===== src/rtl/i2c_reg_ctrl.sv =====
// Register-file sequencer for the i2c_slave byte interface: pointer, write/read strobes, read prefetch.
// Define I2C_REG_CTRL_AUTOINC_EN to advance the pointer after each written or consumed byte.
module i2c_reg_ctrl #(
    parameter int ADDR_W = 4
) (
    input  logic              clk,
    input  logic              rst,
    input  logic [7:0]        slv_data_out,
    input  logic              slv_r_w,
    input  logic              slv_data_vld,
    input  logic              slv_start,
    input  logic              slv_stop,
    output logic [7:0]        slv_data_in,
    output logic              slv_ready,
    output logic [ADDR_W-1:0] reg_addr,
    output logic              reg_we,
    output logic [7:0]        reg_wdata,
    output logic              reg_re,
    input  logic [7:0]        reg_rdata,
    output logic              ovr
);

    typedef enum logic [2:0] {
        IDLE,
        PTR,
        WR,
        RD_FETCH,
        RD_WAIT,
        RD_HOLD
    } state_t;

    state_t            state;
    logic [ADDR_W-1:0] ptr;

    logic vld_p0, vld_p1, vld_p2;
    logic start_p0, start_p1, start_p2;
    logic stop_p0, stop_p1, stop_p2;
    logic rw_p0, rw_p1;
    logic ev_vld, ev_start, ev_stop;

`ifdef I2C_REG_CTRL_AUTOINC_EN
    function automatic logic [ADDR_W-1:0] ptr_inc(input logic [ADDR_W-1:0] p);
        return p + {{(ADDR_W-1){1'b0}}, 1'b1};
    endfunction
`endif

    // _p0/_p1 form the 2-flop synchroniser; _p2 holds the previous synced level for edge detection
    always_ff @(posedge clk) begin
        if (rst) begin
            {vld_p0, vld_p1, vld_p2}       <= '0;
            {start_p0, start_p1, start_p2} <= '0;
            {stop_p0, stop_p1, stop_p2}    <= '0;
            {rw_p0, rw_p1}                 <= '0;
        end else begin
            vld_p0   <= slv_data_vld;
            vld_p1   <= vld_p0;
            vld_p2   <= vld_p1;
            start_p0 <= slv_start;
            start_p1 <= start_p0;
            start_p2 <= start_p1;
            stop_p0  <= slv_stop;
            stop_p1  <= stop_p0;
            stop_p2  <= stop_p1;
            rw_p0    <= slv_r_w;
            rw_p1    <= rw_p0;
        end
    end

    assign ev_vld   = vld_p1 & ~vld_p2;
    assign ev_start = start_p1 & ~start_p2;
    assign ev_stop  = stop_p1 & ~stop_p2;
    assign reg_addr = ptr;

    always_ff @(posedge clk) begin
        if (rst) begin
            state       <= IDLE;
            ptr         <= '0;
            reg_we      <= 1'b0;
            reg_re      <= 1'b0;
            reg_wdata   <= '0;
            slv_data_in <= '0;
            slv_ready   <= 1'b0;
            ovr         <= 1'b0;
        end else begin
            reg_we <= 1'b0;
            reg_re <= 1'b0;
`ifdef I2C_REG_CTRL_AUTOINC_EN
            if (reg_we) begin
                ptr <= ptr_inc(ptr);
            end
`endif
            // A new START wins over any byte event arriving in the same cycle
            if (ev_start) begin
                state     <= PTR;
                ovr       <= 1'b0;
                slv_ready <= 1'b0;
            end else if (ev_stop) begin
                state     <= IDLE;
                slv_ready <= 1'b0;
            end else begin
                case (state)
                    IDLE: begin
                    end
                    PTR: begin
                        if (rw_p1) begin
                            state <= RD_FETCH;
                        end else if (ev_vld) begin
                            ptr   <= slv_data_out[ADDR_W-1:0];
                            state <= WR;
                        end
                    end
                    WR: begin
                        if (ev_vld) begin
                            reg_we    <= 1'b1;
                            reg_wdata <= slv_data_out;
                        end
                    end
                    RD_FETCH: begin
                        reg_re <= 1'b1;
                        state  <= RD_WAIT;
                        if (ev_vld) begin
                            ovr <= 1'b1;
                        end
                    end
                    RD_WAIT: begin
                        if (ev_vld) begin
                            ovr <= 1'b1;
                        end
                        // reg_rdata is valid the cycle after the strobe has dropped
                        if (!reg_re) begin
                            slv_data_in <= reg_rdata;
                            slv_ready   <= 1'b1;
                            state       <= RD_HOLD;
                        end
                    end
                    RD_HOLD: begin
                        if (ev_vld) begin
                            slv_ready <= 1'b0;
                            state     <= RD_FETCH;
`ifdef I2C_REG_CTRL_AUTOINC_EN
                            ptr       <= ptr_inc(ptr);
`endif
                        end
                    end
                    default: state <= IDLE;
                endcase
            end
        end
    end

endmodule

===== config.mk =====
export PLATFORM = sky130hd
export DESIGN_NAME = i2c_reg_ctrl
export DESIGN_NICKNAME = d
export VERILOG_FILES = /design/src/rtl/i2c_reg_ctrl.sv
export SDC_FILE = /design/constraint.sdc
export NUM_CORES = 1
export LEC_CHECK = 0
export BUFFER_PORTS_ARGS = -buffer_cell sky130_fd_sc_hd__clkbuf_2
export CAP_MARGIN = 20
export CELL_PAD_IN_SITES_DETAIL_PLACEMENT = 0
export CELL_PAD_IN_SITES_GLOBAL_PLACEMENT = 1
export CORE_MARGIN = 2
export CORE_UTILIZATION = 34
export CTS_CLUSTER_DIAMETER = 100
export DETAILED_ROUTE_END_ITERATION = 10
export PLACE_DENSITY = 0.75
export SYNTH_ARGS = -nofsm -noshare
export SYNTH_HDL_FRONTEND = slang
export SYNTH_SLANG_ARGS = --single-unit
export TNS_END_PERCENT = 30

===== constraint.sdc =====
create_clock -name clk -period 1.6 [get_ports clk]
set_clock_uncertainty 0.05 [all_clocks]
set_input_delay 0.32 -clock clk [delete_from_list [all_inputs] [get_ports clk]]
set_output_delay 0.32 -clock clk [all_outputs]
set_load 0.03 [all_outputs]

# Word level (Yosys, flattened, before mapping)
# Index checks and enable logic that the tools add are counted.
# W data, S select, Z words.
[totals]
reg_bits = 38
output_inout_bits = 24
elab_cells = 70
[classes]
n_eq_ne = 12
mux = 12
bitwise = 12
n_reduce_logical = 14
[op_table]
columns = ["cell", "count"]
rows = [
  ["$reduce_and A4 Y1", 4],
  ["$pmux W3 S5", 1],
  ["$mux W3", 4],
  ["$not A1 Y1", 9],
  ["$ne A4 B4 Y1 const B", 2],
  ["$eq A3 B2 Y1 const B", 2],
  ["$eq A3 B3 Y1 const B", 2],
  ["$mux W1", 6],
  ["$reduce_and A3 Y1", 2],
  ["$reduce_or A2 Y1", 3],
  ["$ne A5 B5 Y1 const B", 1],
  ["$reduce_and A5 Y1", 1],
  ["$ne A2 B2 Y1 const B", 2],
  ["$reduce_or A4 Y1", 1],
  ["$and A1 B1 Y1", 3],
  ["$eq A3 B1 Y1 const B", 1],
  ["$logic_not A3 Y1", 1],
  ["$ne A3 B1 Y1 const B", 1],
  ["$ne A3 B3 Y1 const B", 1],
  ["$reduce_or A3 Y1", 1],
  ["$pmux W1 S2", 1],
  ["$reduce_bool A2 Y1", 1],
]

# Longest topological paths before layout
# Gate-level depths: netlist of the first run.
[logic_depth]
word_depth = 7
depth_mapped = 5

# Worst setup path before layout of the first run
# No wires, ideal clock.
[synth_timing]
path_type = "reg2reg"
start = "register state[0]"
end = "register reg_wdata[0]"
t_arrival_ps = 1463
path_slack_ps = -32
stages_incl_launch_ff = 6
path_buffers = 2
synth_period_minus_slack_ps = 1632
cell_sequence = "dfxtp_1 > buf_6 > or3b_4 > or4_1 > buf_2 > mux2i_1"
[synth_via]
elab_chain_cells = 2
[synth_lines]
columns = ["item", "line", "source"]
rows = [
  ["from (decl)", "32", "state_t state;"],
  ["from (signal assigned)", "76", "state <= IDLE;"],
  ["from (signal assigned)", "94", "state <= PTR;"],
  ["from (signal assigned)", "98", "state <= IDLE;"],
  ["$eq A3 B2 Y1", "101", "case (state)"],
  ["$reduce_and A4 Y1 (no source line)", "-", ""],
  ["to (signal assigned)", "115", "reg_wdata <= slv_data_out;"],
  ["to (decl)", "17", "output logic [7:0] reg_wdata,"],
]
# Every way passes these cells.
# A chain may end at the register's enable or synchronous reset.

# Worst setup path in the final report of the first run
[layout_timing]
start = "register rw_p1"
end = "register ptr[2], in the netlist reg_addr[2]"
[layout_via]
elab_chain_cells = 2
[layout_lines]
columns = ["item", "line", "source"]
rows = [
  ["from (decl)", "38", "logic rw_p0, rw_p1;"],
  ["from (signal assigned)", "65", "rw_p1 <= rw_p0;"],
  ["$not A1 Y1 (no source line)", "-", ""],
  ["$reduce_and A5 Y1 (no source line)", "-", ""],
  ["to (signal assigned)", "108", "ptr <= slv_data_out[ADDR_W-1:0];"],
  ["to (decl)", "33", "logic [ADDR_W-1:0] ptr;"],
]
# Every way passes these cells.

==> flow_results.xml, run 1 <==
<?xml version="1.0" encoding="UTF-8"?>
<metrics>
  <group name="grt">
    <metric name="first_pass_grt_wire_length" unit="mm">5.72</metric>
    <metric name="gr_overflow_total" unit="">0</metric>
    <metric name="grt_pass1_vias" unit="">1338</metric>
    <metric name="antenna_found_initial" unit="">0</metric>
    <metric name="grt.total_usage" unit="%">14.0</metric>
    <metric name="grt_start_max_net_pins" unit="">42</metric>
  </group>
  <group name="synth">
    <metric name="synth_most_common_cell" unit="">sky130_fd_sc_hd__dfxtp_1</metric>
    <metric name="synth-seq-area-share" unit="%">48.7</metric>
    <metric name="yosys_register_bits" unit="">38</metric>
    <metric name="synth_top_cells_by_area" unit="">sky130_fd_sc_hd__dfxtp_1, sky130_fd_sc_hd__nand2b_1, sky130_fd_sc_hd__mux2i_1</metric>
    <metric name="post_synth_inst_count" unit="">153</metric>
    <metric name="synth_enable_flop_cells" unit="">0</metric>
    <metric name="number_of_distinct_library_cells_after_synthesis" unit="">32</metric>
    <metric name="synth.cell_area" unit="sq mm">0.00156</metric>
    <metric name="synth.top_cells.by_count" unit="">sky130_fd_sc_hd__dfxtp_1, sky130_fd_sc_hd__nand2b_1, sky130_fd_sc_hd__nor2b_1</metric>
    <metric name="synth.largest_area_cell" unit="">sky130_fd_sc_hd__dfxtp_1</metric>
    <metric name="syn_nets" unit="">175</metric>
    <metric name="yosys_most_used_dff" unit="">sky130_fd_sc_hd__dfxtp_1</metric>
    <metric name="synth_area_per_cell" unit="sq um">10.2</metric>
    <metric name="synth-async-reset-ratio" unit="%">0</metric>
    <metric name="ys_warn_count" unit="">0</metric>
    <metric name="post-synth-top-area-fraction" unit="%">48.7</metric>
  </group>
  <group name="die">
    <metric name="die-area" unit="sq mm">0.00515</metric>
    <metric name="effective_utilization_at_floorplan" unit="%">35.6</metric>
    <metric name="fp.coreArea" unit="sq mm">0.00438</metric>
    <metric name="fp.dieW" unit="microns">71.8</metric>
    <metric name="io_pins" unit="">46</metric>
    <metric name="die_y" unit="microns">71.8</metric>
    <metric name="core.rowCount" unit="">24</metric>
  </group>
  <group name="clock_tree">
    <metric name="cts_hold_buffers" unit="">0</metric>
    <metric name="count_of_h_tree_levels_built_during_cts" unit="">2</metric>
    <metric name="cts.repair_timing.setup_buffer_count" unit="">0</metric>
    <metric name="cts.sink_count" unit="">38</metric>
    <metric name="worst_setup_hold_path_clk_slew" unit="ns">0.07</metric>
    <metric name="cts_buffer_depth" unit="">2</metric>
    <metric name="tritoncts_buffer_count" unit="">5</metric>
    <metric name="root_buffer" unit="">sky130_fd_sc_hd__clkbuf_8</metric>
    <metric name="worstSkewPairLatency" unit="ns">0.28</metric>
    <metric name="cts_tree" unit="">built</metric>
  </group>
  <group name="routing">
    <metric name="vias" unit="">1291</metric>
    <metric name="routed_wl" unit="mm">3.34</metric>
    <metric name="initialDrtViolationCount" unit="">28</metric>
    <metric name="post-route-drc-count" unit="">0</metric>
    <metric name="drtAntennaViolNets" unit="">0</metric>
    <metric name="avgViaCountPerCell" unit="">4.95</metric>
    <metric name="dr.pass1.iters" unit="">4</metric>
    <metric name="wl_per_cell" unit="microns">12.8</metric>
  </group>
  <group name="critical_path">
    <metric name="timing.critical_path.from_type" unit="">flop</metric>
    <metric name="critPathCaptureType" unit="">flop</metric>
    <metric name="cp.arrival" unit="ns">1.74</metric>
    <metric name="required" unit="ns">1.77</metric>
    <metric name="path_max_fanout" unit="">4</metric>
    <metric name="critical_path_class" unit="">reg -&gt; reg</metric>
  </group>
  <group name="timing">
    <metric name="min_period_over_period" unit="%">98.4</metric>
    <metric name="rsz0062_at_grt" unit="">true</metric>
    <metric name="tightestPinTransition" unit="ns">0.367</metric>
    <metric name="report.final.hold_viol_count" unit="">0</metric>
    <metric name="setup_violations" unit="">0</metric>
    <metric name="max_freq" unit="MHz">635</metric>
    <metric name="setup_tns" unit="ns">0</metric>
    <metric name="min_period" unit="ns">1.57</metric>
    <metric name="slew_headroom" unit="%">75.6</metric>
    <metric name="final_max_slew_viol_count" unit="">0</metric>
  </group>
  <group name="power">
    <metric name="p_leak" unit="nW">0.855</metric>
    <metric name="p_per_area" unit="mW/mm^2">1000</metric>
    <metric name="ir_drop" unit="mV">0.632</metric>
  </group>
  <group name="placement">
    <metric name="dpl_hpwl" unit="mm">2.50</metric>
    <metric name="finalWeightedCongestion" unit="">0.766</metric>
    <metric name="port-buffer-count" unit="">45</metric>
    <metric name="dpl.cell_count" unit="">253</metric>
  </group>
  <group name="worst_hold_path">
    <metric name="holdCritPathClass" unit="">in -&gt; reg</metric>
  </group>
  <group name="layout">
    <metric name="finalNetCount" unit="">230</metric>
    <metric name="layout-drive-gt1-share" unit="%">38.3</metric>
    <metric name="instances_no_fill" unit="">261</metric>
    <metric name="n_antenna_cell" unit="">0</metric>
    <metric name="area.growth.synth_to_final" unit="%">32.3</metric>
  </group>
  <group name="run">
    <metric name="cap_violations" unit="">0</metric>
  </group>
  <group name="outcome">
    <metric name="result_of_the_run" unit="">completed</metric>
  </group>
</metrics>
==> area by class of cell <==
class	count	area (sq um)
timing repair buffer	60	342
tap	52	65.1
clock inverter	2	60.1
clock buffer	6	82.6
sequential	38	764
fill	424	2320
multi-input combinational	102	751
inverter	1	3.75
==> registers in the layout (all words and copies together), names as in the netlist <==
register,flops
start_p0,1
vld_p1,1
vld_p0,1
start_p2,1
slv_data_in,8
state,3
rw_p1,1
rw_p0,1
reg_re,1
ovr,1
reg_addr,4
reg_wdata,8
stop_p2,1
stop_p0,1
vld_p2,1
slv_ready,1
reg_we,1
start_p1,1
stop_p1,1
==> power by group <==
| group | leakage (nW) | internal (mW) | switching, mW |
|---|---|---|---|
| clock network | 0.0714 | 0.665 | 0.330 |
| logic | 0.474 | 0.0569 | 0.0573 |
| registers | 0.310 | 0.959 | 0.00653 |
==> what timing repair did <==
item,in CTS,in global routing
setup endpoints to repair,12,10
hold endpoints to repair,0,0
pin swaps,2,0
gates cloned,0,0
resized for setup,3,3
==> metal layers <==
layer  GRT usage [%]  vias to the layer above  part of all wire (%)
li1                -                      641                     -
met1            15.3                      596                    43
met2            24.7                       52                    49
met3            5.63                        2                   6.9
met4            4.82                        0                  0.63
met5               0                        -                     0
==> cell families (layout without fill, tap and decap cells) <==
family / count (synthesis) / after routing / share of synthesized area, %
AO/OA/AOI/OAI: 27 / 27 / 10.8
buffers and inverters: 13 / 69 / 3.92
flip-flops: 38 / 38 / 48.7
multiplexers: 12 / 12 / 7.69
AND/OR/NAND/NOR: 63 / 63 / 28.9
==> placed cells by master (no fill, tap or decap), drive strengths merged, types with 2 or more instances in the layout <==
cell type / count
nor4b: 2
or4b: 2
o21ai: 2
bufinv: 2
nand2b: 24
buf: 15
o31ai: 8
nor2b: 17
dfxtp: 38
clkbuf: 51
nor2: 2
or3b: 2
mux2i: 12
nand4: 8
a21oi: 12
==> metrics by stage <==
stage                     setup WS, ns  area, sq um  utilization [%]  power (mW)  hold slack (ns)
after floorplan                -0.0206         1570                -        1.05            0.364
after global placement          0.0284         1910             43.6        1.10            0.374
after detailed placement       -0.0617         1910             43.6        1.10            0.380
after CTS                      0.00318         2060             46.9        2.10            0.179
after global routing           -0.0467         2070             47.2        2.16            0.187
final                           0.0256         2070             47.2        2.07            0.188
==> final timing paths <==
check / start / endpoint / slack, ns / cells past startpoint
worst max-delay path: rw_p1$_SDFF_PP0_ / reg_addr[2]$_SDFFE_PP0P_ / 0.03 / 4
worst min-delay path: slv_r_w / rw_p0$_SDFF_PP0_ / 0.19 / 2
worst max register to register: rw_p1$_SDFF_PP0_ / reg_addr[2]$_SDFFE_PP0P_ / 0.03 / 4
worst min register to register: start_p0$_SDFF_PP0_ / start_p1$_SDFF_PP0_ / 0.39 / 1
==> worst max-delay path, stage by stage, from the launching register on <==
cell	delay, ns
sky130_fd_sc_hd__dfxtp_2	0.33
sky130_fd_sc_hd__or4b_4	0.55
sky130_fd_sc_hd__nor4b_4	0.21
sky130_fd_sc_hd__buf_4	0.18
sky130_fd_sc_hd__mux2i_1	0.19
Note: power is estimated with default switching activity, not from simulation.
==> run 2, diff against run 1 <==
--- a/config.mk
+++ b/config.mk
@@ -14,6 +14,7 @@
 export CTS_CLUSTER_DIAMETER = 100
 export DETAILED_ROUTE_END_ITERATION = 10
 export PLACE_DENSITY = 0.75
+export RECOVER_POWER = 100
 export SYNTH_ARGS = -nofsm -noshare
 export SYNTH_HDL_FRONTEND = slang
 export SYNTH_SLANG_ARGS = --single-unit
==> run 2 against run 1 <==
Critical path depth did not move. Maximum frequency barely moved. Sequential power barely moved. Sequential share of layout area rose by 0.64 points. Cell area fell by 1.9%. Critical endpoint unchanged. Largest power group unchanged. Highest routed layer unchanged.
==> flow_results.xml, run 2 (synthesis results as in run 1) <==
<?xml version="1.0" encoding="UTF-8"?>
<metrics>
  <group name="clock_tree">
    <metric name="count_of_h_tree_levels_built_during_cts" unit="">2</metric>
    <metric name="worst_setup_hold_path_clk_slew" unit="ns">0.07</metric>
    <metric name="cts_tree" unit="">built</metric>
    <metric name="worstSkewPairLatency" unit="ns">0.28</metric>
    <metric name="tritoncts_buffer_count" unit="">5</metric>
    <metric name="cts.sink_count" unit="">38</metric>
    <metric name="root_buffer" unit="">sky130_fd_sc_hd__clkbuf_8</metric>
    <metric name="cts_buffer_depth" unit="">2</metric>
  </group>
  <group name="timing">
    <metric name="min_period_over_period" unit="%">98.3</metric>
    <metric name="holdWs" unit="ns">0.191</metric>
    <metric name="max_freq" unit="MHz">636</metric>
    <metric name="final_max_slew_viol_count" unit="">0</metric>
    <metric name="report.final.hold_viol_count" unit="">0</metric>
    <metric name="setup_violations" unit="">0</metric>
    <metric name="slew_headroom" unit="%">74.3</metric>
    <metric name="tightestPinTransition" unit="ns">0.386</metric>
    <metric name="rsz0062_at_grt" unit="">true</metric>
    <metric name="min_period" unit="ns">1.57</metric>
  </group>
  <group name="layout">
    <metric name="layout-drive-gt1-share" unit="%">25.8</metric>
    <metric name="layout.core_utilization" unit="%">46.3</metric>
    <metric name="instances_no_fill" unit="">261</metric>
    <metric name="mostFrequentLayoutCell" unit="">sky130_fd_sc_hd__dfxtp_1</metric>
    <metric name="most-common-layout-cells" unit="">sky130_fd_sc_hd__dfxtp_1, sky130_fd_sc_hd__clkbuf_1, sky130_fd_sc_hd__nand2b_1</metric>
    <metric name="finalNetCount" unit="">230</metric>
    <metric name="n_antenna_cell" unit="">0</metric>
    <metric name="area.growth.synth_to_final" unit="%">29.9</metric>
    <metric name="final.fill_count" unit="">438</metric>
    <metric name="final_area" unit="sq mm">0.00203</metric>
  </group>
  <group name="critical_path">
    <metric name="required" unit="ns">1.77</metric>
    <metric name="critPathCaptureType" unit="">flop</metric>
    <metric name="critical_path_class" unit="">reg -&gt; reg</metric>
    <metric name="ordered_list_of_cells_on_the_worst_path" unit="">or4b_4, nor4b_4, buf_4, mux2i_1</metric>
    <metric name="critPathTopFamily" unit="">simple AND/OR/NAND/NOR gates</metric>
    <metric name="cp.arrival" unit="ns">1.74</metric>
    <metric name="timing.critical_path.from_type" unit="">flop</metric>
    <metric name="max_stage_delay" unit="ns">0.55</metric>
    <metric name="cp.buffers_inverters" unit="">1</metric>
    <metric name="cpMaxStageDelayCell" unit="">sky130_fd_sc_hd__or4b_4</metric>
    <metric name="path_max_fanout" unit="">4</metric>
  </group>
  <group name="grt">
    <metric name="grt_start_max_net_pins" unit="">42</metric>
    <metric name="grt.total_usage" unit="%">14.0</metric>
    <metric name="grt_pass1_vias" unit="">1338</metric>
    <metric name="first_pass_grt_wire_length" unit="mm">5.72</metric>
    <metric name="antenna_found_initial" unit="">0</metric>
    <metric name="gr_overflow_total" unit="">0</metric>
  </group>
  <group name="power">
    <metric name="p_per_area" unit="mW/mm^2">1020</metric>
    <metric name="ir_drop" unit="mV">0.631</metric>
    <metric name="p_leak" unit="nW">0.767</metric>
  </group>
  <group name="die">
    <metric name="io_pins" unit="">46</metric>
    <metric name="fp.coreArea" unit="sq mm">0.00438</metric>
    <metric name="die_y" unit="microns">71.8</metric>
    <metric name="effective_utilization_at_floorplan" unit="%">35.6</metric>
    <metric name="die-area" unit="sq mm">0.00515</metric>
    <metric name="fp.dieW" unit="microns">71.8</metric>
    <metric name="core.rowCount" unit="">24</metric>
  </group>
  <group name="placement">
    <metric name="finalWeightedCongestion" unit="">0.766</metric>
    <metric name="dpl_hpwl" unit="mm">2.50</metric>
    <metric name="area_after_dpl" unit="sq mm">0.00191</metric>
    <metric name="port-buffer-count" unit="">45</metric>
    <metric name="dpl.cell_count" unit="">253</metric>
  </group>
  <group name="routing">
    <metric name="avgViaCountPerCell" unit="">4.96</metric>
    <metric name="drtAntennaViolNets" unit="">0</metric>
    <metric name="initialDrtViolationCount" unit="">30</metric>
    <metric name="post-route-drc-count" unit="">0</metric>
    <metric name="wl_per_cell" unit="microns">12.9</metric>
    <metric name="vias" unit="">1294</metric>
    <metric name="dr.pass1.iters" unit="">4</metric>
    <metric name="routed_wl" unit="mm">3.36</metric>
  </group>
  <group name="run">
    <metric name="cap_violations" unit="">0</metric>
  </group>
  <group name="outcome">
    <metric name="result_of_the_run" unit="">completed</metric>
  </group>
  <group name="worst_hold_path">
    <metric name="holdCritPathClass" unit="">in -&gt; reg</metric>
  </group>
</metrics>
==> run 2: cell types whose count changed in the layout (fill, tap and decap cells not counted), sizes merged <==
cell,change
buf,-1
clkbuf,+1
==> run 2: worst paths after layout <==
path | start | to | slack (ns) | cells past startpoint
worst min register to register | start_p0$_SDFF_PP0_ | start_p1$_SDFF_PP0_ | 0.39 | 1
worst max register to register | rw_p1$_SDFF_PP0_ | reg_addr[2]$_SDFFE_PP0P_ | 0.03 | 4
worst max-delay path | rw_p1$_SDFF_PP0_ | reg_addr[2]$_SDFFE_PP0P_ | 0.03 | 4
worst min-delay path | slv_r_w | rw_p0$_SDFF_PP0_ | 0.19 | 2
==> run 2: timing repair <==
item,4_1_cts,5_1_grt
hold endpoints to repair,0,0
buffers inserted,0,0
hold buffers,0,0
pin swaps,2,0
endpoints found under the setup margin,12,10
gates resized for setup,3,3
==> run 2: stage by stage <==
| stage | total power [mW] | setup WS [ns] | setup TNS [ns] |
|---|---|---|---|
| floorplan | 1.05 | -0.0206 | -0.137 |
| global placement | 1.10 | 0.0284 | 0 |
| detailed placement | 1.10 | -0.0617 | -0.128 |
| CTS | 2.10 | 0.00318 | 0 |
| global route | 2.16 | -0.0467 | -0.228 |
| finish | 2.07 | 0.0266 | 0 |
==> run 2: final cells by class <==
cell class	count	area, sq um	share of cell area (%)
Sequential cell	38	763	37.6
Clock buffer	6	82.6	4.07
Tap cell	52	65.1	3.21
Inverter	1	3.75	0.185
Timing Repair Buffer	60	304	15.0
Clock inverter	2	60.1	2.96
Multi-Input combinational cell	102	751	37.0
==> run 2: per-layer routing <==
layer	routed length [microns]	share of wire, %	up-vias	global-route usage (%)
met4	17	0.51	0	4.82
met3	250	7.4	2	5.63
met1	1420	42	601	15.3
met2	1670	50	49	24.7
li1	-	-	642	-
met5	0	0	-	0
==> run 2: power breakdown <==
group	switching, mW	internal [mW]	total [mW]	leakage (nW)
sequential	0.00650	0.959	0.966	0.309
clock	0.324	0.665	0.989	0.0714
combinational	0.0574	0.0556	0.113	0.386
